<file path="config.mk">
export PLATFORM = sky130hd
export DESIGN_NAME = instr_fetch_unit
export DESIGN_NICKNAME = d
export VERILOG_FILES = /design/src/rtl/instr_fetch_unit.sv
export SDC_FILE = /design/constraint.sdc
export NUM_CORES = 2
export LEC_CHECK = 0
export ABC_AREA = 1
export BUFFER_PORTS_ARGS = -buffer_cell sky130_fd_sc_hd__buf_2
export CAP_MARGIN = 20
export CORE_ASPECT_RATIO = 1.1
export CORE_MARGIN = 5
export CORE_UTILIZATION = 35
export DETAILED_ROUTE_END_ITERATION = 12
export PLACE_DENSITY = 0.51
export SLEW_MARGIN = 20
export SYNTH_ARGS = -nofsm -noshare
export SYNTH_HDL_FRONTEND = slang
export SYNTH_SLANG_ARGS = --single-unit
export TNS_END_PERCENT = 5
</file>
<file path="constraint.sdc">
create_clock -name clk -period 5.8 [get_ports clk]
set_input_delay 1.74 -clock clk [delete_from_list [all_inputs] [get_ports clk]]
set_output_delay 1.74 -clock clk [all_outputs]
set_load 0.02 [all_outputs]
</file>
<file path="src/rtl/instr_fetch_unit.sv">
// Fetch stage: reads imem at fetch_pc into a FIFO_DEPTH entry buffer drained by decode (valid/ready).
// One cycle fetch-to-output latency; a full buffer stalls fetch with fetch_pc held, or pushes and pops in the same cycle when decode is ready.
module instr_fetch_unit #(
  parameter int              XLEN       = 32,
  parameter int              IMEM_DEPTH = 64,
  parameter int              FIFO_DEPTH = 2,
  parameter logic [XLEN-1:0] RESET_PC   = '0,
  parameter logic [XLEN-1:0] HALT_WORD  = XLEN'(32'h00000033),
  parameter logic [XLEN-1:0] NOP_WORD   = XLEN'(32'h00000013)
) (
  input  logic                          clk,
  input  logic                          reset,
  input  logic                          imem_we,
  input  logic [$clog2(IMEM_DEPTH)-1:0] imem_waddr,
  input  logic [XLEN-1:0]               imem_wdata,
  input  logic                          redirect_valid,
  input  logic [XLEN-1:0]               redirect_pc,
  input  logic                          if_ready,
  output logic                          if_valid,
  output logic [XLEN-1:0]               pc,
  output logic [XLEN-1:0]               instruction,
  output logic                          fetch_fault,
  output logic                          halted
);

  localparam int AW = $clog2(IMEM_DEPTH);
  localparam int PW = $clog2(FIFO_DEPTH);
  localparam int CW = $clog2(FIFO_DEPTH + 1);

  typedef struct packed {
    logic [XLEN-1:0] pc;
    logic [XLEN-1:0] instr;
    logic            fault;
  } entry_t;

  logic [XLEN-1:0] imem [IMEM_DEPTH];
  entry_t          fifo_q [FIFO_DEPTH];
  logic [XLEN-1:0] fetch_pc;
  logic [PW-1:0]   wr_ptr, rd_ptr;
  logic [CW-1:0]   count;
  logic            halted_q;
  entry_t          fetch_ent, head;
  logic            in_range, push, pop, hit_halt;

  // Addresses beyond the memory still advance the PC but return a tagged NOP.
  always_comb begin
    in_range        = (fetch_pc[XLEN-1:AW+2] == '0);
    fetch_ent.pc    = fetch_pc;
    fetch_ent.instr = in_range ? imem[fetch_pc[AW+1:2]] : NOP_WORD;
    fetch_ent.fault = !in_range;
  end

  assign head     = fifo_q[rd_ptr];
  assign if_valid = (count != '0);
  assign pop      = if_valid && if_ready;
  assign push     = !reset && !redirect_valid && !halted_q &&
                    ((count < CW'(FIFO_DEPTH)) || pop);
  assign hit_halt = (fetch_ent.instr == HALT_WORD);

  assign pc          = if_valid ? head.pc    : '0;
  assign instruction = if_valid ? head.instr : NOP_WORD;
  assign fetch_fault = if_valid ? head.fault : 1'b0;
  assign halted      = halted_q;

  always_ff @(posedge clk) begin
    if (imem_we && !reset)
      imem[imem_waddr] <= imem_wdata;
  end

  always_ff @(posedge clk) begin
    if (push)
      fifo_q[wr_ptr] <= fetch_ent;
  end

  always_ff @(posedge clk) begin
    if (reset) begin
      fetch_pc <= RESET_PC;
      wr_ptr   <= '0;
      rd_ptr   <= '0;
      count    <= '0;
      halted_q <= 1'b0;
    end else if (redirect_valid) begin
      fetch_pc <= redirect_pc & ~XLEN'(3);
      wr_ptr   <= '0;
      rd_ptr   <= '0;
      count    <= '0;
      halted_q <= 1'b0;
    end else begin
      if (push) begin
        wr_ptr <= wr_ptr + PW'(1);
        if (hit_halt)
          halted_q <= 1'b1;
        else
          fetch_pc <= fetch_pc + XLEN'(4);
      end
      if (pop)
        rd_ptr <= rd_ptr + PW'(1);
      case ({push, pop})
        2'b10:   count <= count + CW'(1);
        2'b01:   count <= count - CW'(1);
        default: count <= count;
      endcase
    end
  end

endmodule

</file>
# Word level (Yosys, flattened, before mapping)

Memory sizes are Yosys's and may differ from the RTL's. A register that Yosys moved wholly into a read port is not among the register bits.
Index checks and enable logic that the tools add are counted.
W data, S select, Z words.

Output and inout bits: 67
Register bits: 37
Memories kept: 2
Word-level logic and storage cells: 53
RAM bits: 2178

Equal/unequal tests: 4
Reductions and logical operators: 18
Order comparisons: 1
Bitwise gates (word level): 1
Add/subtract/negate cells: 5
Muxes and demuxes: 16

Memories:

| memory | words | bits a word | rd ports | clocked after Yosys merged registers in | wr ports | RTL line | source |
|---|---|---|---|---|---|---|---|
| imem   | 64    | 32          | 1        | 1                                       | 1        | 36       | `logic [XLEN-1:0] imem [IMEM_DEPTH];` |
| fifo_q | 2     | 65          | 1        | 1                                       | 1        | 37       | `entry_t fifo_q [FIFO_DEPTH];` |

Operators by type and width:

| cell                    | number |
|---|---|
| $mux W32                | 6 |
| $add A32 B3 Y32 const B | 1 |
| $eq A32 B6 Y1 const B   | 1 |
| $logic_not A24 Y1       | 1 |
| $mux W6                 | 2 |
| $mux W1                 | 7 |
| $reduce_and A2 Y1       | 3 |
| $reduce_bool A2 Y1      | 3 |
| $logic_and A1 B1 Y1     | 5 |
| $logic_not A1 Y1        | 4 |
| $pmux W2 S2             | 1 |
| $add A1 B1 Y1 const B   | 2 |
| $add A2 B1 Y2 const B   | 1 |
| $eq A2 B1 Y1 const B    | 1 |
| $eq A2 B2 Y1 const B    | 1 |
| $lt A2 B2 Y1 const B    | 1 |
| $ne A2 B2 Y1 const B    | 1 |
| $reduce_or A2 Y1        | 1 |
| $sub A2 B1 Y2 const B   | 1 |
| $logic_or A1 B1 Y1      | 1 |
| $not A1 Y1              | 1 |

# Longest topological paths before layout

Word-level depth: 8
Depth in mapped cells: 24
Gate-level depth less buffers: 20

# Least setup slack after synthesis

OpenSTA, ideal clock, no wires.

Path kind: input -> register
Start point: input redirect_valid
End point: memory fifo_q[0][0] (netlist bit), enable pin
Library setup time: 0.485 ns
Slack: -0.168 ns
Arrival: 5.484 ns
Stages on the path: 6
Cell sequence: clkbuf_1 -> nor2_1 -> inv_1 -> nor3_1 -> inv_1 -> nor2_1

Longest elaborated chain between the ends: 6

RTL lines:

| what                             | RTL line | source |
|---|---|---|
| start, declared                  | 16       | `input logic redirect_valid,` |
| $logic_not A1 Y1                 | 56       | `assign push = !reset && !redirect_valid && !halted_q &&` |
| $logic_and A1 B1 Y1 (3 in a row) | 56       |  |
| $mux W1                          | 71       | `if (push)` |
| $mux W1 (not written as such)    | 72       | `fifo_q[wr_ptr] <= fetch_ent;` |
| end, declared                    | 37       |  |

No other way between the ends.

==> reports/qor.yml <==
cap_violations: 0
drc: 0
cts_made_buffers: 219
nets: 7881
initial_core_util: 0.352
gp_congestion: 0.812
grt_util_met1: 0.269
hold_class: "reg2reg"
drt_iter0_drc: 5910
die-area_um2: 268000
cts_hold_buf: 0
cts_buffer_depth: 3
grt_pass1_vias: 55895
post-route-period-util: 0.819
ioPinCount: 142
final.setup_skew_ps: 31.3
grt_max_degree: 180
detail_route.wirelength_mm: 273
intPower_mw: 26.1
required_ps: 6550
placed_area_um2: 95500
path_max_fanout: 126
rsz0062_at_grt: "no"
worstSetupPathType: "reg2reg"
peakVddDrop_v: 0.000281
arrival_ps: 5500
max_freq_ghz: 0.210
gr-usage-met2: 0.335
start_kind: "flop"
setup_violations: 0
syn_area_um2: 90100
syn_avg_cell_area_um2: 11.7
slew_violations: 0
clk_latency_ps: 870
post_cts_resized: 0
dp_slack_ps: 1100
clock-sinks: 2216
dp_hpwl_mm: 144
final_antenna_net_count: 0
floorplan.die.height_um: 542
relSlewSlack: 0.275
grt_pass1_wl_mm: 395
dr_total_vias: 59272
drive_above_1_share: 0.0916
synth_cell_types: 33
post_cts_buffers: 0
pwr-share-comb: 0.095
io_buffer_count: 137
cts-root-buf: "clkbuf_16"
tightestPinTransition_ps: 1090
power_frac_seq: 0.512
synthCells: 7724
synth_edf_count: 2174
dr.pass1.iters: 6
ys.warnings.count: 0
synthToLayoutAreaGrowth_pct: 13.5
cts-htree-levels: 4
antenna_found_initial: 8
fp.coreArea_um2: 256000
wl_per_cell_um: 23.9
use_met3: 0.0282
p_sw_frac: 0.248
synthFlopType: "edfxtp_1"
final_area_um2: 102000
clkTransAtPathRegs_ps: 60
finalHoldViolCount: 0
cts_tree: "built"
die_w_um: 494
grt-busiest-layer: "met2"
detail_route.vias_per_cell: 5.18
outcome: "finished clean"
synthArstFlopShare: 0
yosysSeqAreaShare: 0.734
power.density_nw_per_um2: 339
grt-ovfl-total: 0
p_leak_nw: 36.2
std_cell_rows: 195
track_usage: 0.199
fin_ws_ps: 1050
ys_ff_latch: 2216
p_sw_mw: 8.59
post-route-min-period_ps: 4750
power_frac_clock: 0.393
cp-end-kind: "flop"
==> stage by stage <==
stage	power, mW	utilization	hold slack, ps	std cells	setup TNS (ps)
5_1_grt	35.9	0.399	453	11428	0
3_5_place_dp	21.4	0.372	438	11029	0
6_report	34.7	0.399	448	11434	0
2_1_floorplan	20.0	-	425	7725	-21210
4_1_cts	35.0	0.399	445	11425	0
3_3_place_gp	21.4	0.372	432	11028	0
==> cell type report <==
class | instances | area, µm²
Inverter | 79 | 335
Tap cell | 3447 | 4310
Sequential cell | 2216 | 66100
Clock buffer | 281 | 5820
Multi-Input combinational cell | 4939 | 21900
Antenna cell | 8 | 20.0
Timing Repair Buffer | 349 | 2870
Fill cell | 24331 | 154000
Clock inverter | 115 | 952
==> layout by cell type (no fill, tap or decap), types with 10 or more instances in the layout <==
| cell type | count |
|---|---|
| o21ai_1 | 10 |
| nand3_1 | 1976 |
| nor3_1 | 14 |
| nor2_4 | 68 |
| nand4_1 | 17 |
| nand2_1 | 2593 |
| bufinv_16 | 12 |
| xor2_1 | 16 |
| clkbuf_1 | 56 |
| nor2_1 | 135 |
| buf_4 | 178 |
| inv_1 | 70 |
| edfxtp_1 | 2174 |
| a21oi_1 | 67 |
| clkinv_1 | 48 |
| buf_2 | 125 |
| buf_12 | 45 |
| clkbuf_16 | 223 |
| o21ai_0 | 13 |
| dfxtp_1 | 35 |
| clkinv_2 | 43 |
==> routing by layer <==
layer | vias to the layer above | share of wire | wire length, µm
met5 | - | 0.00010 | 28
met4 | 6 | 0.028 | 7730
met3 | 379 | 0.059 | 16100
met2 | 1816 | 0.48 | 132000
met1 | 29674 | 0.43 | 117000
li1 | 27397 | - | -
==> worst max-delay path: stages (launching register included) <==
cell and delay (ps):
dfxtp_4 820, inv_16 340, buf_12 400, nand2_1 120
nand3_1 80, nand3_1 150, nand3_1 150, nand3_1 320
nand3_1 320, nand3_1 270, nand2_1 80, nor2_1 130
nand2_1 60, nor2_1 150, nand2_2 160, nand2_4 300
nand2_2 260, nor2_1 200, nor2_1 60
==> synthesized netlist by cell type (2+ instances only) <==
cell | instances | area [µm²]
buf_1 | 57 | 214
ha_1 | 2 | 25.0
nor3_1 | 14 | 70.1
inv_2 | 3 | 11.3
buf_2 | 300 | 1500
o21ai_1 | 10 | 50.1
dfxtp_1 | 42 | 841
buf_4 | 16 | 120
xnor2_1 | 4 | 35.0
o31ai_1 | 3 | 22.5
clkbuf_1 | 110 | 413
buf_6 | 8 | 90.1
nand2_2 | 3 | 18.8
inv_1 | 74 | 278
nand3b_1 | 3 | 22.5
mux2i_1 | 3 | 30.0
nand2_1 | 2593 | 9730
o21ai_0 | 13 | 65.1
nand4_1 | 17 | 106
nor4_1 | 5 | 31.3
xor2_1 | 16 | 140
a21oi_1 | 67 | 335
nand3_1 | 1976 | 9890
edfxtp_1 | 2174 | 65300
nor2_1 | 203 | 762
==> flip-flops by register name, indices dropped and copies added, names as in the netlist, named ones only <==
| name | cells |
|---|---|
| count | 2 |
| fetch_pc | 30 |
| fifo_q | 126 |
| halted | 1 |
| imem | 2048 |
| rd_ptr | 1 |
| wr_ptr | 1 |
==> power groups by stage <==
stage	registers (mW)	logic, mW	clock network [mW]
CTS	17.8	3.28	13.9
global placement	18.1	3.25	0
floorplan	18.1	1.92	0
finish	17.8	3.28	13.6
detailed placement	18.1	3.27	0
global route	17.8	3.59	14.5
==> path summary, 6_finish.rpt <==
path | from | end | slack, ps | depth (start not counted)
max | flop | flop | 1050 | 18
min | rd_ptr$_SDFFE_PP0P_ | flop | 450 | 1
max reg2reg | flop | flop | 1050 | 18
min reg2reg | rd_ptr$_SDFFE_PP0P_ | flop | 450 | 1
==> cells by family (layout without fill, tap and decap cells) <==
logic type	after synthesis	count (layout)	share of synthesized area
and+or+nand+nor	4818	4818	0.229
DFF	2216	2216	0.734
buffers and inverters	570	824	0.0293
AOI/OAI and AO/OA	94	94	0.00533
xor gates and xnor gates	20	20	0.00194
muxes	3	3	0.000333
adders and majority gates	2	2	0.000278
other	1	10	0.0000416
No activity file was read; power rests on OpenSTA's default activity.
